**src/rtl/blink_scheduler.sv**
```systemverilog
`default_nettype none
// ============================================================================
// Module   : blink_scheduler
// Purpose  : Table-driven LED blink sequencer. A small table of on/off tick
//            counts is written over a valid/ready port while idle. On start
//            the table is walked entry by entry. blink_out is driven high for
//            on_ticks and low for off_ticks. A tick is a rising edge of
//            count[TICK_BIT].
// Revision : 1.0 - initial release
// ============================================================================
module blink_scheduler #(
   parameter int TICK_BIT = 7,
   parameter int STEPS    = 4
) (
   input  logic                       clk,
   input  logic                       rst,
   input  logic [15:0]                count,
   input  logic                       cfg_valid,
   output logic                       cfg_ready,
   input  logic [$clog2(STEPS)-1:0]   cfg_addr,
   input  logic [7:0]                 cfg_data,
   input  logic                       start,
   input  logic                       stop,
   input  logic                       loop,
   output logic                       blink_out,
   output logic [$clog2(STEPS)-1:0]   step_idx,
   output logic                       busy,
   output logic                       done
);

   localparam int              C_AW       = $clog2(STEPS);
   localparam logic [C_AW-1:0] C_LAST_IDX = C_AW'(STEPS - 1);

   typedef enum logic [1:0] {
      ST_IDLE = 2'd0,
      ST_LOAD = 2'd1,
      ST_ON   = 2'd2,
      ST_OFF  = 2'd3
   } state_t;

   // Registered state
   state_t          r_state;
   logic [7:0]      r_table [STEPS];
   logic [C_AW-1:0] r_idx;
   logic [3:0]      r_phase;
   logic            r_blink;
   logic            r_done;
   logic            r_prev_bit;

   // Combinational next-state signals
   state_t          w_next_state;
   logic [C_AW-1:0] w_next_idx;
   logic [3:0]      w_next_phase;
   logic            w_done_set;
   logic            w_advance;
   logic            w_wrap;
   logic            w_tick;
   logic            w_cfg_write;
   logic [7:0]      w_entry;
   logic [3:0]      w_on_ticks;
   logic [3:0]      w_off_ticks;

   // Only one bit of the counter bus is of interest; fold the rest away.
   logic            w_unused_count;
   assign w_unused_count = ^count;

   // The table is read-only once a sequence is running, so the current
   // entry is stable for the whole step.
   assign w_entry     = r_table[r_idx];
   assign w_on_ticks  = w_entry[7:4];
   assign w_off_ticks = w_entry[3:0];

   assign w_tick      = count[TICK_BIT] & ~r_prev_bit;
   assign w_cfg_write = cfg_valid && (r_state == ST_IDLE);

   assign cfg_ready = (r_state == ST_IDLE);
   assign busy      = (r_state != ST_IDLE);
   assign blink_out = r_blink;
   assign step_idx  = r_idx;
   assign done      = r_done;

   // Keep the previous tick bit so a rising edge can be found. Loading the
   // live bit out of reset avoids a false tick on the first cycle.
   always_ff @(posedge clk) begin
      r_prev_bit <= count[TICK_BIT];
   end

   // Step table: cleared by reset, written only while idle.
   always_ff @(posedge clk) begin
      if (rst) begin
         for (int i = 0; i < STEPS; i++) begin
            r_table[i] <= 8'h00;
         end
      end else if (w_cfg_write) begin
         r_table[cfg_addr] <= cfg_data;
      end
   end

   // Next state, step index, phase counter and done request.
   always_comb begin
      w_next_state = r_state;
      w_next_idx   = r_idx;
      w_next_phase = r_phase;
      w_done_set   = 1'b0;
      w_advance    = 1'b0;
      w_wrap       = 1'b0;

      case (r_state)
         ST_IDLE: begin
            if (start && !stop) begin
               w_next_state = ST_LOAD;
               w_next_idx   = '0;
            end
         end
         ST_LOAD: begin
            if (w_entry == 8'h00) begin
               // Terminator: an empty table at entry 0 always ends the run,
               // otherwise it behaves like running off the end of the table.
               if (r_idx == '0) begin
                  w_next_state = ST_IDLE;
                  w_next_phase = 4'd0;
                  w_done_set   = 1'b1;
               end else begin
                  w_wrap = 1'b1;
               end
            end else if (w_on_ticks != 4'd0) begin
               w_next_phase = w_on_ticks;
               w_next_state = ST_ON;
            end else begin
               w_next_phase = w_off_ticks;
               w_next_state = ST_OFF;
            end
         end
         ST_ON: begin
            if (w_tick) begin
               if (r_phase == 4'd1) begin
                  if (w_off_ticks != 4'd0) begin
                     w_next_phase = w_off_ticks;
                     w_next_state = ST_OFF;
                  end else begin
                     w_advance = 1'b1;
                  end
               end else begin
                  w_next_phase = r_phase - 4'd1;
               end
            end
         end
         ST_OFF: begin
            if (w_tick) begin
               if (r_phase == 4'd1) begin
                  w_advance = 1'b1;
               end else begin
                  w_next_phase = r_phase - 4'd1;
               end
            end
         end
         default: begin
            w_next_state = ST_IDLE;
         end
      endcase

      // Move to the next entry, or wrap after the last one.
      if (w_advance) begin
         if (r_idx == C_LAST_IDX) begin
            w_wrap = 1'b1;
         end else begin
            w_next_idx   = r_idx + C_AW'(1);
            w_next_state = ST_LOAD;
         end
      end

      // Wrap either restarts at entry 0 or ends the sequence naturally.
      if (w_wrap) begin
         w_next_idx = '0;
         if (loop) begin
            w_next_state = ST_LOAD;
         end else begin
            w_next_state = ST_IDLE;
            w_next_phase = 4'd0;
            w_done_set   = 1'b1;
         end
      end

      // Abort wins over anything else scheduled this cycle and is silent.
      if (stop && (r_state != ST_IDLE)) begin
         w_next_state = ST_IDLE;
         w_next_idx   = '0;
         w_next_phase = 4'd0;
         w_done_set   = 1'b0;
      end
   end

   // Control registers; blink_out is high exactly while the ON state is held.
   always_ff @(posedge clk) begin
      if (rst) begin
         r_state <= ST_IDLE;
         r_idx   <= '0;
         r_phase <= 4'd0;
         r_blink <= 1'b0;
         r_done  <= 1'b0;
      end else begin
         r_state <= w_next_state;
         r_idx   <= w_next_idx;
         r_phase <= w_next_phase;
         r_blink <= (w_next_state == ST_ON);
         r_done  <= w_done_set;
      end
   end

endmodule
`default_nettype wire

```
**config.mk**
```make
export PLATFORM = sky130hd
export DESIGN_NAME = blink_scheduler
export DESIGN_NICKNAME = d
export VERILOG_FILES = /design/src/rtl/blink_scheduler.sv
export SDC_FILE = /design/constraint.sdc
export NUM_CORES = 1
export LEC_CHECK = 0
export BUFFER_PORTS_ARGS = -buffer_cell sky130_fd_sc_hd__buf_2
export CORE_ASPECT_RATIO = 2
export CORE_MARGIN = 3
export CORE_UTILIZATION = 45
export CTS_CLUSTER_DIAMETER = 40
export DETAILED_ROUTE_END_ITERATION = 10
export GPL_TIMING_DRIVEN = 0
export PLACE_DENSITY = 0.65
export SLEW_MARGIN = 10
export SYNTH_ARGS = -nofsm -noshare
export SYNTH_HDL_FRONTEND = slang
export SYNTH_SLANG_ARGS = --single-unit
```
**constraint.sdc**
```tcl
create_clock -name clk -period 2.22 [get_ports clk]
set_input_delay 0.555 -clock clk [delete_from_list [all_inputs] [get_ports clk]]
set_output_delay 0.555 -clock clk [all_outputs]
set_load 0.02 [all_outputs]
```
==> reports/qor.tcl <==
set qor(num_vias) 1697
set qor(synth_top_family_by_area) {simple AND/OR/NAND/NOR gates}
set qor(timing.setup.critical_path_class) {flip-flop to flip-flop}
set qor(root_buffer) {clkbuf_8}
set qor(synth_seq_cells) 43
set qor(worst_margin_slew_ns) 0.531
set qor(synth.cell_area_sq_um) 2320
set qor(drt_pass1_iterations) 4
set qor(final_nets) 273
set qor(die-area_sq_um) 6110
set qor(drt-total-wl_um) 5190
set qor(clock_tree.buffer_depth) 2
set qor(finalSetupViolCount) 9
set qor(top_level_ports) 38
set qor(postSynthAreaPerCell_sq_um) 11.5
set qor(synth-adder-area-share_pct) 2.15
set qor(pwr_density_cell_nw_per_um2) 638
set qor(final.min_clock_period_ns) 2.46
set qor(layout-drive-gt1-share_pct) 29.5
set qor(die-height_um) 108
set qor(avgViaCountPerCell) 5.77
set qor(static-leakage-power_nw) 1.02
set qor(tritoncts_num_sinks) 43
set qor(ys_async_sr_fraction_pct) 0
set qor(stdcell_area_sq_um) 2730
set qor(tritoncts.num_buffers) 5
set qor(grt_overall_usage_pct) 18.0
set qor(worstPathArrival_ns) 2.65
set qor(synth_simple_gate_area_share_pct) 23.5
set qor(clk_transition_reported_paths_ns) 0.08
set qor(syn-instance-count) 202
set qor(worstSkewPairLatency_ns) 0.29
set qor(vdd_drop_max_mv) 0.410
set qor(failed_checks) {setup timing}
set qor(maximum_number_of_pins_on_one_net_before_global_route_repair) 14
set qor(antenna_cells) 0
set qor(critical_path.slowest_cell) {mux4_2}
set qor(grt_overflow_total) 0
set qor(nFillCells) 442
set qor(start_util_pct) 47.3
set qor(critical_path.cell_chain) {buf_12 > mux4_2 > nor3_2 > nand2_1 > o31ai_1 > and3b_4 > o31a_1}
set qor(max-slew-margin-rel_pct) 64.3
set qor(grt_first_pass_wirelength_um) 8190
set qor(worst_hold_slack_ns) 0.377
set qor(dpl.hpwl_um) 3840
set qor(compound_gate_fraction_of_synth_area_pct) 10.1
set qor(area.sequential_sq_um) 1180
set qor(tritoncts) {done}
set qor(drv_slew) 0
set qor(post_synth_xor_area_fraction_pct) 0.377
set qor(core-area_sq_um) 4910
set qor(ys_seq_area_share_pct) 50.8
set qor(routed_wire_length_per_instance_um) 17.6
set qor(syn-num-nets) 238
set qor(end_kind) {flip-flop}
set qor(area_occupied_by_multi_input_gates_sq_um) 1130
set qor(drt.antenna.violating_nets) 0
set qor(postPlaceCellArea_sq_um) 2530
set qor(clock_tree.htree_level_count) 2
set qor(synth_enable_flop_cells) 32
set qor(worstHoldPathType) {input pin to flip-flop}
set qor(synth.area.mux_share_pct) 10.1
set qor(critical-path-max-stage-delay_ns) 0.58
set qor(port_buffers) 22
set qor(rows) 36
set qor(maxCapViolations) 0
set qor(cp.required_ns) 2.41
set qor(clock.fmax_mhz) 406
set qor(worst_clk_skew_ns) 0.00414
set qor(status) {finished with violations}
set qor(worst_setup_path_start_kind) {flip-flop}
set qor(grt_antenna_before_repair) 0
set qor(synth_cell_type_count) 45
set qor(commonest_register_cell_after_synthesis) {edfxtp_1}
set qor(routabilityCongestion) 0.854
set qor(finalHoldViolCount) 0
set qor(post-route-worst-setup-slack_ns) -0.243
set qor(finalCritPeriodShare_pct) 111
set qor(synth-warning-count) 0
set qor(remaining_drc_errors) 0
set qor(crit_path_max_fanout) 8
set qor(flow.area_growth_from_synthesis_pct) 17.5
set qor(first_global_vias) 1691
set qor(rsz0062_at_grt) {yes}
set qor(dr.first_iter.drc_count) 58
set qor(dieWidth_um) 56.8
cell type report:
cell class              count  area share, %
flip-flops and latches     43           43.4
multi-input cells         143           41.3
repair buffers             29           5.96
well taps                  57           2.61
clock buffers               5           2.52
plain buffers               5           1.42
clock inverters             2           1.37
inverters                  10           1.37
worst paths after layout:
kind | from | endpoint | slack, ns | depth (start not counted)
max reg2reg | step_idx[0]$_SDFF_PP0_ | blink_out$_SDFF_PP0_ | -0.24 | 7
min | count[7] | r_prev_bit$_DFF_P_ | 0.38 | 1
min reg2reg | r_phase[1]$_SDFF_PP0_ | r_phase[1]$_SDFF_PP0_ | 0.55 | 2
max | step_idx[0]$_SDFF_PP0_ | blink_out$_SDFF_PP0_ | -0.24 | 7
per-layer routing:
metal | up-vias | share of wire (%) | GRT usage [%]
li1 | 819 | - | -
met5 | - | 0 | 0
met2 | 38 | 59 | 35.8
met4 | 0 | 2.5 | 8.62
met1 | 827 | 35 | 16.4
met3 | 13 | 2.9 | 3.36
kinds of logic after synthesis:
| family | count (synthesis) |
|---|---|
| AO/OA/AOI/OAI | 36 |
| XOR/XNOR | 1 |
| adder cells (fa/ha/maj) | 4 |
| buffers and inverters | 16 |
| flip-flops | 43 |
| multiplexers | 10 |
| AND/OR/NAND/NOR | 92 |
worst max-delay path: cells and delay by family, from the launching register on:
kind	cells	cell delay, ns
simple gates	3	0.67
compound gates	2	0.60
mux	1	0.58
flops	1	0.38
buf+inv	1	0.13
flip-flops by register name, indices dropped and copies added (netlist names):
name / flops
r_table: 32
r_phase: 4
r_state: 2
step_idx: 2
blink_out: 1
done: 1
r_prev_bit: 1
synth_stat cells (4+ instances only):
cell type	number	area, sq um
a21oi_1	10	50.1
and2_1	35	219
clkbuf_1	5	18.8
dfxtp_1	11	220
edfxtp_1	32	961
ha_1	4	50.1
inv_1	10	37.5
mux4_1	6	158
nand2_1	7	26.3
nand3_1	5	25.0
nor2_1	15	56.3
nor3_1	7	35.0
nor4_1	4	25.0
o21ai_0	8	40.0
or2_2	6	37.5
layout by cell type (no fill, tap or decap), types with 3 or more instances in the layout:
cell type,count
clkbuf_1,3
a211oi_1,3
dfxtp_1,10
nand2_1,7
nor2_1,13
edfxtp_1,32
and2_1,34
ha_1,4
mux4_2,7
nor3_1,3
nand3_1,5
buf_2,22
or2_2,4
a21oi_1,9
buf_4,7
inv_1,9
o21ai_0,7
clkbuf_8,5
nor4_1,4
metrics by stage:
step           setup slack (ns)  power [W]  util (%)  TNS (ns)  cells
6_report                 -0.243    0.00174      55.6     -1.25    294
5_1_grt                  -0.298    0.00181      55.6     -1.94    294
4_1_cts                  -0.227    0.00174      54.9     -1.69    292
3_5_place_dp             -0.316    0.00115      51.5     -7.86    281
3_3_place_gp             -0.316    0.00115      51.5     -7.84    281
2_1_floorplan            -0.113    0.00108         -    -0.284    202
report_power, final:
part           switching [W]  internal (W)  total (W)
Sequential         0.0000212      0.000907   0.000928
Clock               0.000264      0.000329   0.000593
Combinational       0.000130     0.0000891   0.000220
Total               0.000416       0.00132    0.00174
repair_timing:
item                                    4_1_cts  5_1_grt
gates resized for setup                      10       10
endpoints found under the setup margin       34       37
endpoints found under the hold margin         0        0
hold buffers                                  0        0
setup buffers                                 4        3
pin swaps                                     3        4
No activity file was read; power rests on OpenSTA's default activity.
